--- config.mk ---
export PLATFORM = sky130hd
export DESIGN_NAME = overlay_scheduler
export DESIGN_NICKNAME = d
export VERILOG_FILES = /design/src/rtl/overlay_scheduler_pkg.sv /design/src/rtl/overlay_scheduler_hit.sv /design/src/rtl/overlay_scheduler.sv
export SDC_FILE = /design/constraint.sdc
export NUM_CORES = 1
export LEC_CHECK = 0
export ABC_CLOCK_PERIOD_IN_PS = 8970
export CORE_MARGIN = 1
export CORE_UTILIZATION = 55
export DETAILED_ROUTE_END_ITERATION = 12
export GPL_TIMING_DRIVEN = 0
export MAX_ROUTING_LAYER = met4
export PLACE_DENSITY_LB_ADDON = 0.15
export SLEW_MARGIN = 20
export SYNTH_ARGS = -nofsm -noshare
export SYNTH_HDL_FRONTEND = slang
export SYNTH_SLANG_ARGS = --single-unit
--- constraint.sdc ---
create_clock -name clk -period 8.97 [get_ports clk]
set_input_delay 1.3455 -clock clk [delete_from_list [all_inputs] [get_ports clk]]
set_output_delay 1.3455 -clock clk [all_outputs]
set_load 0.01 [all_outputs]
--- src/rtl/overlay_scheduler_pkg.sv ---
// rtl/overlay_scheduler_pkg.sv - shared shape types and frame constants for the overlay scheduler
package overlay_package;

    localparam int COORD_W = 10;
    localparam int COLOR_W = 24;
    localparam int H_RES   = 640;
    localparam int V_RES   = 480;

    typedef enum logic [1:0] {
        DISABLE   = 2'd0,
        PIXEL     = 2'd1,
        SQUARE    = 2'd2,
        RECTANGLE = 2'd3
    } shape_kind_e;

    typedef struct packed {
        shape_kind_e          kind;
        logic [COORD_W-1:0]   x;
        logic [COORD_W-1:0]   y;
        logic [COORD_W-1:0]   w;
        logic [COORD_W-1:0]   h;
        logic [COLOR_W-1:0]   color;
    } shape_t;

endpackage

--- src/rtl/overlay_scheduler_hit.sv ---
// rtl/overlay_scheduler_hit.sv - combinational inclusive-bounds hit test of one shape against a pixel
module overlay_hit_unit #(
    parameter int COORD_W = overlay_package::COORD_W,
    parameter int H_RES   = overlay_package::H_RES,
    parameter int V_RES   = overlay_package::V_RES
) (
    input  overlay_package::shape_t shape,
    input  logic [COORD_W-1:0]      pos_x,
    input  logic [COORD_W-1:0]      pos_y,
    output logic                    hit
);
    import overlay_package::*;

    // One extra bit so x+w and y+h never wrap back onto the left/top edge.
    localparam logic [COORD_W:0] H_LIM = (COORD_W+1)'(H_RES);
    localparam logic [COORD_W:0] V_LIM = (COORD_W+1)'(V_RES);

    logic [COORD_W:0] px, py, x0, y0, x1, y1, ext_y;
    logic             on_screen, in_box;

    assign px        = {1'b0, pos_x};
    assign py        = {1'b0, pos_y};
    assign x0        = {1'b0, shape.x};
    assign y0        = {1'b0, shape.y};
    assign ext_y     = (shape.kind == SQUARE) ? {1'b0, shape.w} : {1'b0, shape.h};
    assign x1        = x0 + {1'b0, shape.w};
    assign y1        = y0 + ext_y;
    assign on_screen = (x0 < H_LIM) && (y0 < V_LIM);
    assign in_box    = (px >= x0) && (px <= x1) && (py >= y0) && (py <= y1);

    always_comb begin
        hit = 1'b0;
        case (shape.kind)
            PIXEL:            hit = on_screen && (px == x0) && (py == y0);
            SQUARE, RECTANGLE: hit = on_screen && in_box;
            default:          hit = 1'b0;
        endcase
    end

endmodule

--- src/rtl/overlay_scheduler.sv ---
// rtl/overlay_scheduler.sv - shadow/active shape banks with frame-start commit and 2-stage pixel resolve
module overlay_scheduler #(
    parameter int NUM_SLOTS = 4,
    parameter int COORD_W   = overlay_package::COORD_W,
    parameter int H_RES     = overlay_package::H_RES,
    parameter int V_RES     = overlay_package::V_RES
) (
    input  logic               clk,
    input  logic               rst,
    input  logic               cmd_valid,
    output logic               cmd_ready,
    input  logic [2:0]         cmd_slot,
    input  logic [1:0]         cmd_kind,
    input  logic [COORD_W-1:0] cmd_x,
    input  logic [COORD_W-1:0] cmd_y,
    input  logic [COORD_W-1:0] cmd_w,
    input  logic [COORD_W-1:0] cmd_h,
    input  logic [23:0]        cmd_color,
    input  logic [23:0]        bg_color,
    input  logic               frame_start,
    input  logic               pix_valid,
    input  logic [COORD_W-1:0] pos_x,
    input  logic [COORD_W-1:0] pos_y,
    output logic [23:0]        rgb_out,
    output logic               rgb_valid,
    output logic               pending
);
    import overlay_package::*;

    shape_t                shadow   [NUM_SLOTS];
    shape_t                active   [NUM_SLOTS];
    logic [NUM_SLOTS-1:0]  hits;
    logic                  s1_valid;
    logic [NUM_SLOTS-1:0]  s1_hit;
    logic [23:0]           s1_bg;
    logic [23:0]           s1_color [NUM_SLOTS];
    logic [23:0]           sel_color;
    logic                  cmd_fire;
    logic                  slot_ok;
    shape_t                cmd_shape;

    assign cmd_ready = !rst && !frame_start;
    assign cmd_fire  = cmd_valid && cmd_ready;
    assign slot_ok   = {1'b0, cmd_slot} < 4'(NUM_SLOTS);

    always_comb begin
        cmd_shape       = '0;
        cmd_shape.kind  = shape_kind_e'(cmd_kind);
        cmd_shape.x     = cmd_x;
        cmd_shape.y     = cmd_y;
        cmd_shape.w     = cmd_w;
        cmd_shape.h     = cmd_h;
        cmd_shape.color = cmd_color;
    end

    // Commit and command transfer never coincide because cmd_ready drops during frame_start.
    always_ff @(posedge clk) begin
        if (rst) begin
            for (int i = 0; i < NUM_SLOTS; i++) begin
                shadow[i] <= '0;
                active[i] <= '0;
            end
            pending <= 1'b0;
        end else begin
            for (int i = 0; i < NUM_SLOTS; i++) begin
                if (cmd_fire && cmd_slot == 3'(i))
                    shadow[i] <= cmd_shape;
                if (frame_start && pending)
                    active[i] <= shadow[i];
            end
            if (cmd_fire && slot_ok)
                pending <= 1'b1;
            else if (frame_start && pending)
                pending <= 1'b0;
        end
    end

    for (genvar g = 0; g < NUM_SLOTS; g++) begin : g_hit
        overlay_hit_unit #(
            .COORD_W (COORD_W),
            .H_RES   (H_RES),
            .V_RES   (V_RES)
        ) u_hit (
            .shape (active[g]),
            .pos_x (pos_x),
            .pos_y (pos_y),
            .hit   (hits[g])
        );
    end

    // Colours are captured with the hits so a commit between stages cannot mix banks.
    always_ff @(posedge clk) begin
        if (rst) begin
            s1_valid <= 1'b0;
            s1_hit   <= '0;
            s1_bg    <= '0;
            for (int i = 0; i < NUM_SLOTS; i++)
                s1_color[i] <= '0;
            rgb_out   <= '0;
            rgb_valid <= 1'b0;
        end else begin
            s1_valid <= pix_valid;
            s1_hit   <= hits;
            s1_bg    <= bg_color;
            for (int i = 0; i < NUM_SLOTS; i++)
                s1_color[i] <= active[i].color;
            rgb_out   <= sel_color;
            rgb_valid <= s1_valid;
        end
    end

    always_comb begin
        sel_color = s1_bg;
        for (int i = NUM_SLOTS - 1; i >= 0; i--)
            if (s1_hit[i])
                sel_color = s1_color[i];
    end

endmodule

==> out/qor.yml <==
critical_path:
  path_cells: "clkdlybuf4s50_1 > clkbuf_1 > clkbuf_1 > clkbuf_1 > nand2b_4 > buf_12 > buf_16"
  cpPeakStageDelay_ns: 1.00
  worst_path_most_repeated_cell: "clkbuf_1"
  r2r_slack_ns: 3.99
  cp.required_ns: 9.23
  critical_path_class: "in -> reg"
  path_max_fanout: 57
  crit_arrival_ns: 5.49
  critPathLaunchType: "primary input"
  endpoint_kind: "flip-flop"
  cp_top_family: "buffers and inverters"
  path_buf_inv: 6
  critPathSlowestCell: "clkdlybuf4s50_1"
power_and_ir_drop:
  seqPwrFrac_pct: 50.0
  power_frac_comb_pct: 9.4
  net-switching-power_mw: 1.682
  p_int_mw: 5.500
  p_clk_share_pct: 40.6
  swShare_pct: 23.42
  p_leak_nw: 14.33
  ir_drop_mv: 0.2158
  power.density_mw_per_mm2: 195.8
cts:
  clk_pin_slew_ns: 0.06
  cts_resized: 0
  clock_latency_ns: 0.62
  htree_levels: 3
  numCtsBuffers: 70
  post_cts_buffers: 0
  clk_path_buf_depth: 3
  cts_tree: "done"
  cts_hold_buf: 0
  cts.sink_count: 679
  cts-root-buf: "clkbuf_16"
sta:
  hold_viol: 0
  final-setup-viol-count: 0
  drv_slew: 0
  grt_setup_unrepaired: "false"
  fmax_ghz: 0.1911
  period_minus_slack_ns: 5.233
  max_slew_margin_pct: 29.79
  fin_setup_tns_ns: 0
  min_period_over_period_pct: 58.34
  setup_ws_ns: 3.737
  tightestPinTransition_ns: 1.053
  skew_ns: 0.03638
yosys:
  yosysUniqueCellTypes: 55
  syn_area_per_cell_um2: 12.46
  synth-seq-cells: 679
  synth_ff_type: "edfxtp_1"
  seq_area_frac_synth_pct: 59.56
  synth_fp_nets: 2910
  synth_cells: 2544
  netlist_area_mm2: 0.03170
  synth_edf_count: 528
  async_flop_share_pct: 0
  yosys_warnings: 0
detailed_routing:
  remaining_drc_errors: 0
  wl_per_cell_um: 22.02
  dr.first_iter.drc_count: 1334
  routed-via-count: 19573
  drtAntennaViolNets: 0
  viasPerCell: 5.454
  first_pass_iters: 5
  wirelength_um: 79010
floorplanning:
  initial_core_util_pct: 55.89
  die-area_mm2: 0.05860
  ioPinCount: 145
  design.core.area_mm2: 0.05671
  row_count: 87
  die_y_um: 242.1
  die_width_um: 242.1
placement:
  io_buffers: 144
  place_congestion: 0.9199
  place_ws_ns: 3.141
  post-dp-hpwl_um: 59360
  place_area_mm2: 0.03432
global_route:
  grt-ovfl-total: 0
  track_usage_pct: 27.96
  grt_pass1_wl_um: 117100
  grt_max_degree: 58
  grt_pass1_vias: 19525
  antenna_found_initial: 11
finish:
  final_nets: 3135
  drive_gt1_share_pct: 5.872
  final_util_pct: 64.68
  areaGrowthSynthToFinish_pct: 15.72
  fin_area_mm2: 0.03668
hold_path:
  hold_path_class: "reg -> reg"
run:
  drv_cap: 0
run_status:
  status: "finished, final reports clean"
-- metrics by stage --
step / hold WS, ns / power (mW) / instances
2_1_floorplan: 0.4138 / 4.046 / 2544
3_3_place_gp: 0.4229 / 4.313 / 3444
3_5_place_dp: 0.4270 / 4.330 / 3453
4_1_cts: 0.4397 / 7.223 / 3583
5_1_grt: 0.4584 / 7.421 / 3585
6_report: 0.4357 / 7.183 / 3589
-- state kept, by name, indices dropped and copies added (netlist names) --
| register | cells |
|---|---|
| active | 264 |
| shadow | 264 |
| s1_color | 96 |
| rgb_out | 24 |
| s1_bg | 24 |
| s1_hit | 4 |
| pending | 1 |
| rgb_valid | 1 |
| s1_valid | 1 |
-- cell type report --
class                           count  area, µm²
Timing Repair Buffer              153       1659
Tap cell                          756      945.9
Clock inverter                     31      372.9
Buffer                             94      355.3
Clock buffer                       99       1973
Antenna cell                        6      15.01
Multi-Input combinational cell   1673      12110
Inverter                           98      367.9
Fill cell                        4318      20030
Sequential cell                   679      18880
-- layout by cell type (no fill, tap or decap), types with 25 or more instances in the layout --
master           count
nor2_1              99
xor2_1              42
edfxtp_1           528
clkdlybuf4s50_1    144
clkbuf_16           72
o21ai_0             79
ha_1               240
dfxtp_1            151
inv_1               98
nor3_1              25
and2_1             528
mux2i_1             48
nand2_1             80
a21oi_1             94
mux2_2              36
nor2b_1            141
nand3_1             26
clkbuf_1           110
a21o_1              37
-- cell usage after synthesis, drive strengths merged, types with 4 or more instances --
cell / count / share of area [%]
and2: 528 / 10
edfxtp: 528 / 50
ha: 240 / 9.5
dfxtp: 151 / 9.5
nor2b: 141 / 2.8
a21oi: 106 / 1.8
nor2: 99 / 1.2
inv: 98 / 1.2
clkbuf: 90 / 1.1
o21ai: 86 / 1.4
nand2: 80 / 0.95
mux2i: 48 / 1.5
xor2: 42 / 1.2
a21o: 37 / 0.88
mux2: 36 / 1.3
nand3: 26 / 0.41
nor3: 25 / 0.39
nand4: 22 / 0.43
nand2b: 18 / 0.36
xnor2: 13 / 0.36
o21a: 12 / 0.28
a211oi: 11 / 0.26
and3: 9 / 0.18
a2111oi: 8 / 0.22
fa: 8 / 0.51
o211ai: 8 / 0.19
a31o: 6 / 0.17
or4: 6 / 0.14
nor4: 5 / 0.099
o21bai: 5 / 0.12
a41oi: 4 / 0.11
buf: 4 / 0.055
o31ai: 4 / 0.095
o41ai: 4 / 0.11
or2: 4 / 0.079
or3: 4 / 0.079
-- cells by family after synthesis --
kind of cell | count (synthesis) | share of synthesized area (%)
AO/OA/AOI/OAI | 307 | 6.047
XOR/XNOR | 55 | 1.520
adder cells (fa/ha/maj) | 248 | 9.979
buffers and inverters | 192 | 2.282
flip-flops | 679 | 59.56
multiplexers | 84 | 2.795
AND/OR/NAND/NOR | 979 | 17.82
-- metal layers --
metal | track usage (%) | wire [µm]
met1 | 38.05 | 36170
met2 | 44.08 | 36960
met5 | - | 0
met4 | 8.414 | 1961
met3 | 3.478 | 3921
-- worst paths after layout --
kind / startpoint / endpoint / cells after the start
worst max-delay path: rst / active[2][30] / 7
worst max register to register: active[3][65] / s1_hit[3] / 19
worst min-delay path: s1_valid / rgb_valid / 1
worst min register to register: s1_valid / rgb_valid / 1
-- power by group through the flow --
stage	combinational [mW]	clock, mW	sequential, mW
2_1_floorplan	0.404	0	3.64
3_3_place_gp	0.642	0	3.67
3_5_place_dp	0.674	0	3.66
4_1_cts	0.678	2.96	3.59
5_1_grt	0.751	3.07	3.60
6_report	0.678	2.92	3.59
Power figures use the tool's default switching activity.
